==> src/rtl/keypad_digit_loader_pkg.sv <==
// Shared constants and FSM encoding for the keypad digit loader.
// Imported by the debouncer sub-module and the top-level entry register.
package keypad_digit_loader_pkg;

  localparam int          DIGIT_W    = 4;
  localparam int          MAX_DIGITS = 4;
  localparam logic [3:0]  NO_KEY     = 4'hF;
  localparam logic [3:0]  MAX_BCD    = 4'd9;

  typedef enum logic [1:0] {
    IDLE       = 2'd0,
    PRESS_DB   = 2'd1,
    HELD       = 2'd2,
    RELEASE_DB = 2'd3
  } kpd_state_e;

  // Codes 10..15 are all treated as "no key".
  function automatic logic is_digit(input logic [3:0] code);
    return code <= MAX_BCD;
  endfunction

endpackage

==> src/rtl/keypad_digit_loader_key_press_debouncer.sv <==
// Press/release debouncer for the encoded keypad code.
// Emits a single accept pulse per clean press; no auto-repeat while held.
module key_press_debouncer
  import keypad_digit_loader_pkg::*;
#(
  parameter int DEBOUNCE_CYCLES = 4,
  parameter int CNT_W           = 3
) (
  input  logic                clk,
  input  logic                reset,
  input  logic [DIGIT_W-1:0]  key_code,
  output logic                accept,
  output logic [DIGIT_W-1:0]  accept_code
);

  kpd_state_e          state_q, state_d;
  logic [CNT_W-1:0]    cnt_q, cnt_d;
  logic [DIGIT_W-1:0]  cand_q, cand_d;

  logic                key_valid;
  logic [CNT_W-1:0]    cnt_inc;
  logic                cnt_done;

  assign key_valid = is_digit(key_code);
  assign cnt_inc   = cnt_q + CNT_W'(1);
  assign cnt_done  = (cnt_inc == CNT_W'(DEBOUNCE_CYCLES));

  always_ff @(posedge clk or posedge reset) begin
    if (reset) begin
      state_q <= IDLE;
      cnt_q   <= '0;
      cand_q  <= '0;
    end else begin
      state_q <= state_d;
      cnt_q   <= cnt_d;
      cand_q  <= cand_d;
    end
  end

  always_comb begin
    state_d = state_q;
    cnt_d   = cnt_q;
    cand_d  = cand_q;
    case (state_q)
      IDLE: begin
        if (key_valid) begin
          cand_d  = key_code;
          cnt_d   = CNT_W'(1);
          state_d = PRESS_DB;
        end
      end
      PRESS_DB: begin
        // A different digit mid-debounce is a glitch, not a new press.
        if (!key_valid || key_code != cand_q) begin
          state_d = IDLE;
        end else begin
          cnt_d = cnt_inc;
          if (cnt_done) state_d = HELD;
        end
      end
      HELD: begin
        if (!key_valid) begin
          cnt_d   = CNT_W'(1);
          state_d = RELEASE_DB;
        end
      end
      RELEASE_DB: begin
        if (key_valid) begin
          state_d = HELD;
        end else begin
          cnt_d = cnt_inc;
          if (cnt_done) state_d = IDLE;
        end
      end
      default: state_d = IDLE;
    endcase
  end

  always_comb begin
    accept      = (state_q == PRESS_DB) && key_valid && (key_code == cand_q) && cnt_done;
    accept_code = cand_q;
  end

endmodule

==> src/rtl/keypad_digit_loader.sv <==
// MM:SS keypad entry register: shifts debounced digits in from the right,
// counts entries up to four and pulses new_digit after each load.
module keypad_digit_loader
  import keypad_digit_loader_pkg::*;
#(
  parameter int DEBOUNCE_CYCLES = 4,
  parameter int CNT_W           = 3
) (
  input  logic        clk,
  input  logic        reset,
  input  logic [3:0]  key_code,
  input  logic        enable,
  input  logic        clear,
  output logic [3:0]  sec_ones,
  output logic [3:0]  sec_tens,
  output logic [3:0]  min_ones,
  output logic [3:0]  min_tens,
  output logic [2:0]  digit_cnt,
  output logic        entry_full,
  output logic        new_digit
);

  logic                                  accept;
  logic [DIGIT_W-1:0]                    accept_code;
  logic                                  do_load;

  logic [MAX_DIGITS-1:0][DIGIT_W-1:0]    digits_q, digits_d;
  logic [2:0]                            digit_cnt_q, digit_cnt_d;
  logic                                  entry_full_q, entry_full_d;
  logic                                  new_digit_q, new_digit_d;

  key_press_debouncer #(
    .DEBOUNCE_CYCLES (DEBOUNCE_CYCLES),
    .CNT_W           (CNT_W)
  ) u_debouncer (
    .clk         (clk),
    .reset       (reset),
    .key_code    (key_code),
    .accept      (accept),
    .accept_code (accept_code)
  );

  // Accepts while disabled or full are dropped; the debouncer still waits for release.
  assign do_load = accept && enable && (digit_cnt_q != 3'(MAX_DIGITS));

  always_comb begin
    digits_d    = digits_q;
    digit_cnt_d = digit_cnt_q;
    new_digit_d = 1'b0;
    if (clear) begin
      digits_d    = '0;
      digit_cnt_d = '0;
    end else if (do_load) begin
      digits_d    = {digits_q[MAX_DIGITS-2:0], accept_code};
      digit_cnt_d = digit_cnt_q + 3'd1;
      new_digit_d = 1'b1;
    end
    entry_full_d = (digit_cnt_d == 3'(MAX_DIGITS));
  end

  always_ff @(posedge clk or posedge reset) begin
    if (reset) begin
      digits_q     <= '0;
      digit_cnt_q  <= '0;
      entry_full_q <= 1'b0;
      new_digit_q  <= 1'b0;
    end else begin
      digits_q     <= digits_d;
      digit_cnt_q  <= digit_cnt_d;
      entry_full_q <= entry_full_d;
      new_digit_q  <= new_digit_d;
    end
  end

  assign sec_ones   = digits_q[0];
  assign sec_tens   = digits_q[1];
  assign min_ones   = digits_q[2];
  assign min_tens   = digits_q[3];
  assign digit_cnt  = digit_cnt_q;
  assign entry_full = entry_full_q;
  assign new_digit  = new_digit_q;

endmodule

==> config.mk <==
export PLATFORM = sky130hd
export DESIGN_NAME = keypad_digit_loader
export DESIGN_NICKNAME = d
export VERILOG_FILES = /design/src/rtl/keypad_digit_loader_pkg.sv /design/src/rtl/keypad_digit_loader_key_press_debouncer.sv /design/src/rtl/keypad_digit_loader.sv
export SDC_FILE = /design/constraint.sdc
export NUM_CORES = 1
export LEC_CHECK = 0
export ABC_AREA = 0
export CAP_MARGIN = 20
export CORE_MARGIN = 2
export CORE_UTILIZATION = 40
export DETAILED_ROUTE_END_ITERATION = 12
export HOLD_SLACK_MARGIN = 0.03
export PLACE_DENSITY = 0.66
export SYNTH_ARGS = -nofsm -noshare
export SYNTH_HDL_FRONTEND = slang
export SYNTH_SLANG_ARGS = --single-unit
==> constraint.sdc <==
create_clock -name clk -period 2.69 [get_ports clk]
set_clock_uncertainty 0.15 [all_clocks]
set_input_delay 0.4035 -clock clk [delete_from_list [all_inputs] [get_ports clk]]
set_output_delay 0.4035 -clock clk [all_outputs]
set_load 0.05 [all_outputs]
== Yosys cells after proc, flatten, opt, wreduce, memory -nomap -nowiden ==
Cells that the tools add are included.
Operators by class
  add/subtract/negate cells: 2
  order comparisons: 1
  equal/unequal tests: 14
  muxes and demuxes: 18
  reductions and logical operators: 12
Operator list (number)
  16-bit two-way mux: 2
  3-bit two-way mux: 6
  2-bit two-way mux: 6
  3-bit one-hot mux with 4 select lines: 1
  2-bit one-hot mux with 4 select lines: 1
  4-bit AND reduction: 2
  3-bit by 1-bit adder with 3-bit output (second input constant): 2
  3-bit equality test (second input constant): 2
  2-bit inequality test (second input constant): 3
  3-bit by 1-bit inequality test with 1-bit output (second input constant): 2
  1-bit logical AND: 5
  2-bit equality test (second input constant): 2
  4-bit equality test: 1
  4-bit <= comparator (second input constant): 1
  4-bit inequality test: 1
  3-bit inequality test (second input constant): 1
  2-bit by 1-bit equality test with 1-bit output (second input constant): 1
  2-bit zero test: 1
  1-bit two-way mux: 2
  2-bit by 1-bit inequality test with 1-bit output (second input constant): 1
  2-bit AND reduction: 1
  2-bit nonzero test: 1
  1-bit zero test: 1
  1-bit logical OR: 1
Storage, ports and cells
  register bits after elaboration: 30
  input bits: 8

== Depth between registers and ports, before layout ==
  word-level depth: 9
  gate-level depth with buffers: 8
  gate-level depth less buffers: 6

== Modules after synthesis ==
From an unflattened synthesis, not the netlist that was laid out.
Second synthesis, totals
  cell total of the unflattened synthesis: 129
  area total of the unflattened synthesis: 1472.7 µm²
By module, submodules not included
  keypad_digit_loader: times used 1, cells each 60, area each 857.1 µm², seq. area each 525.5 µm²
  key_press_debouncer: times used 1, cells each 69, area each 615.6 µm², seq. area each 225.2 µm²

== Worst setup path before layout ==
OpenSTA, ideal clock, no wires.
  path type: reg-to-reg
  from: register u_debouncer.state_q[1]
  to: register digit_cnt_q[0], in the netlist digit_cnt[0]
  library setup time: 0.125 ns
  arrival time: 2.250 ns
  slack: 0.166 ns
  stages on the path, launching flop included: 8
  buffers on the path: 3
  cells stage by stage: dfrtp_1 > buf_6 > or4b_1 > or4b_1 > buf_2 > a21oi_2 > buf_6 > mux2_2
On the way
  longest elaborated chain between the ends: 8
RTL lines
  from (decl): line keypad_digit_loader_key_press_debouncer.sv:16  | kpd_state_e state_q, state_d;
  from (signal assigned): line keypad_digit_loader_key_press_debouncer.sv:34  | state_q <= state_d;
  2-bit by 1-bit equality test with 1-bit output: line keypad_digit_loader_key_press_debouncer.sv:80  | accept = (state_q == PRESS_DB) && key_valid && (key_code == cand_q) && cnt_done;
  1-bit logical AND (3 in series): line keypad_digit_loader_key_press_debouncer.sv:80
  1-bit logical AND (2 in series): line keypad_digit_loader.sv:44  | assign do_load = accept && enable && (digit_cnt_q != 3'(MAX_DIGITS));
  3-bit two-way mux: line keypad_digit_loader.sv:53  | end else if (do_load) begin
  3-bit two-way mux: line keypad_digit_loader.sv:50  | if (clear) begin
  net digit_cnt_d[0]: line keypad_digit_loader.sv:28  | logic [2:0] digit_cnt_q, digit_cnt_d;
  to (signal assigned): line keypad_digit_loader.sv:69  | digit_cnt_q <= digit_cnt_d;
  to (decl): line keypad_digit_loader.sv:28
The timed path passes the listed nets, and every way through them passes these cells.
A chain may end at the register's enable or synchronous reset.

== Worst setup path in the final report ==
  from: input key_code[3]
  to: register digits_q (netlist bit min_ones[3])
On the way
  longest elaborated chain between the ends: 7
RTL lines
  from (decl): line keypad_digit_loader.sv:11  | input logic [3:0] key_code,
  4-bit <= comparator: line keypad_digit_loader_pkg.sv:19  | return code <= MAX_BCD;
  1-bit logical AND: line keypad_digit_loader_key_press_debouncer.sv:80
  1-bit logical AND (*) (2 in series): line keypad_digit_loader_key_press_debouncer.sv:80
  1-bit logical AND (*) (2 in series): line keypad_digit_loader.sv:44
  2-bit nonzero test (no line) (*)
  to (signal assigned): line keypad_digit_loader.sv:68  | digits_q <= digits_d;
  to (decl): line keypad_digit_loader.sv:27  | logic [MAX_DIGITS-1:0][DIGIT_W-1:0] digits_q, digits_d;
Every way passes the cells marked *; elsewhere a longest branch is shown, timed or not.

==> results.json <==
{
  "powerDensity_nw_per_um2": 668,
  "fmax_mhz": 398,
  "viasPerCell": 5.17,
  "arrival_ns": 2.56,
  "synth_edf_count": 0,
  "fin_ws_ns": 0.175,
  "post_drt_wl_per_cell_um": 13.8,
  "startpoint_type": "input port",
  "setup-violations-final": 0,
  "endpoint_kind": "register",
  "final_util_pct": 54.3,
  "placed_cell_area_um2": 2010,
  "synth_top_area_share_pct": 45.5,
  "dr.pass1.iters": 4,
  "cts_buffer_depth": 2,
  "postRouteAntennaNets": 0,
  "worst_slew_pin_slew_ns": 0.499,
  "synth_area_leader_cell": "dfrtp_1",
  "setup_tns_ns": 0,
  "h-tree-depth": 2,
  "area_delta_synth_final_pct": 30.7,
  "p_leak_nw": 0.895,
  "clock-sinks": 30,
  "r2r_cells": 5,
  "die_w_um": 68.2,
  "max_slew_margin_pct": 66.6,
  "stdcell_area_um2": 2150,
  "dieArea_um2": 4650,
  "gp_congestion": 0.856,
  "drc_errors": 0,
  "ir_drop_uv": 323,
  "grt_util_all_layers_pct": 16.4,
  "post_cts_buffers": 0,
  "ioPinCount": 29,
  "nNetsFinal": 202,
  "rows": 23,
  "dp_hpwl_mm": 2.48,
  "dp.cells": 233,
  "start_util_pct": 41.5,
  "cts_buffers": 5,
  "status": "complete, no violations",
  "cts_resized": 0,
  "grt_pass1_wl_mm": 5.45,
  "synthCells": 152,
  "ctsHoldBuffers": 0,
  "hold_violations": 0,
  "synthArstFlopShare_pct": 100,
  "n_antenna_cell": 0,
  "fin_crit_ns": 2.51,
  "path_clk_slew_ns": 0.07,
  "crit_required_ns": 2.73,
  "hold_slack_ns": 0.334,
  "power_mw": 1.44,
  "grt_max_degree": 31,
  "wirelength_mm": 3.32,
  "vias": 1246,
  "critPathMaxFanout": 10,
  "finalCritPeriodShare_pct": 93.5,
  "yosys_warnings": 0,
  "slew_violations": 0,
  "synthesis.area_um2": 1650,
  "fp.coreArea_um2": 3970,
  "root_buffer": "clkbuf_8",
  "grt_pass1_vias": 1187,
  "syn_area_per_cell_um2": 10.8,
  "netlist_top_cells_area": "dfrtp_1 46%, mux2i_1 10%, nand2b_1 8.7%, mux2_2 4.1%, ha_1 3.0%",
  "pre_cts_slack_ns": -0.124,
  "portBuffers": 28,
  "path_class": "input port to register",
  "ys.flop_type": "dfrtp_1",
  "synth_nets": 164,
  "drt-initial-drc-count": 39,
  "min_path_type": "input port to async pin",
  "ys_ff_latch": 30,
  "seq_area_frac_synth_pct": 45.5,
  "die_y_um": 68.2,
  "antenna_found_initial": 0,
  "instances_no_fill": 241,
  "grt_overflow": 0,
  "clock_latency_ns": 0.28,
  "cts_tree": "built",
  "synth.distinct_cells": 40,
  "maxCapViolations": 0,
  "drive_above_1_share_pct": 13.6,
  "rsz0062_at_grt": "no"
}
-- area by class of cell --
cell class              instances  area [µm²]
flip-flops and latches         30         751
fillers                       357        1820
clock buffers                   6        82.6
multi-input cells             109         817
inverters                       5        18.8
clock inverters                 2        60.1
well taps                      50        62.6
repair buffers                 39         363
-- power breakdown --
| part | leakage [nW] | total (mW) | internal, mW | switching, mW |
|---|---|---|---|---|
| combinational | 0.422 | 0.318 | 0.159 | 0.159 |
| sequential | 0.402 | 0.557 | 0.505 | 0.0516 |
| clock | 0.0714 | 0.564 | 0.395 | 0.170 |
-- registers in the layout (all words and copies together), names as in the netlist --
signal / cells
digit_cnt: 3
entry_full: 1
min_ones: 4
min_tens: 4
new_digit: 1
sec_ones: 4
sec_tens: 4
u_debouncer.accept_code: 4
u_debouncer.cnt_q: 3
u_debouncer.state_q: 2
-- cell usage in the layout (no fill, tap or decap), drive strengths merged, types with 5 or more instances in the layout --
master and instances:
dfrtp 30, nor2 6, mux2 6, nand2 9, mux2i 17, nand2b 23, clkdlybuf4s50 28, clkbuf 6
inv 5, buf 11
-- per-layer routing --
metal	share of wire, %	track usage [%]	vias to the layer above
li1	-	-	614
met1	43	19.9	599
met2	51	26.9	29
met3	4.1	4.44	4
met4	1.6	7.50	0
met5	0	0	-
-- path summary, 6_finish.rpt --
path	start	end	slack (ns)
worst max-delay path	key_code[3]	min_ones[3]	0.18
min in group clk	min_tens[2]	min_tens[2]	0.40
worst min register to register	min_tens[2]	min_tens[2]	0.40
worst min-delay path	reset	u_debouncer.state_q[1]	0.33
max in group asynchronous	reset	digit_cnt[1]	1.76
worst max register to register	u_debouncer.accept_code[3]	min_ones[3]	0.22
-- Yosys cell counts (3+ instances only) --
cell type	count
nand2_1	9
clkbuf_1	4
xor2_1	3
o211ai_1	4
nand2b_1	23
inv_1	5
a31oi_1	3
mux2_2	6
nor2_1	6
ha_1	4
dfrtp_1	30
mux2i_1	17
-- worst max-delay path: stages --
cell and delay (ns):
clkdlybuf4s50_1 0.41, or4b_1 0.47, or4b_1 0.58, a21oi_2 0.23, buf_4 0.24, mux2i_1 0.22
-- cells by family after synthesis --
group           count (synthesis)  share of synthesized area [%]
fa+ha+maj                       4                           3.04
xor+xnor                        5                           2.66
flops                          30                           45.5
buf+inv                        13                           4.93
simple gates                   54                           19.1
compound gates                 23                           10.3
mux                            23                           14.4
(Power assumes the default switching activity.)
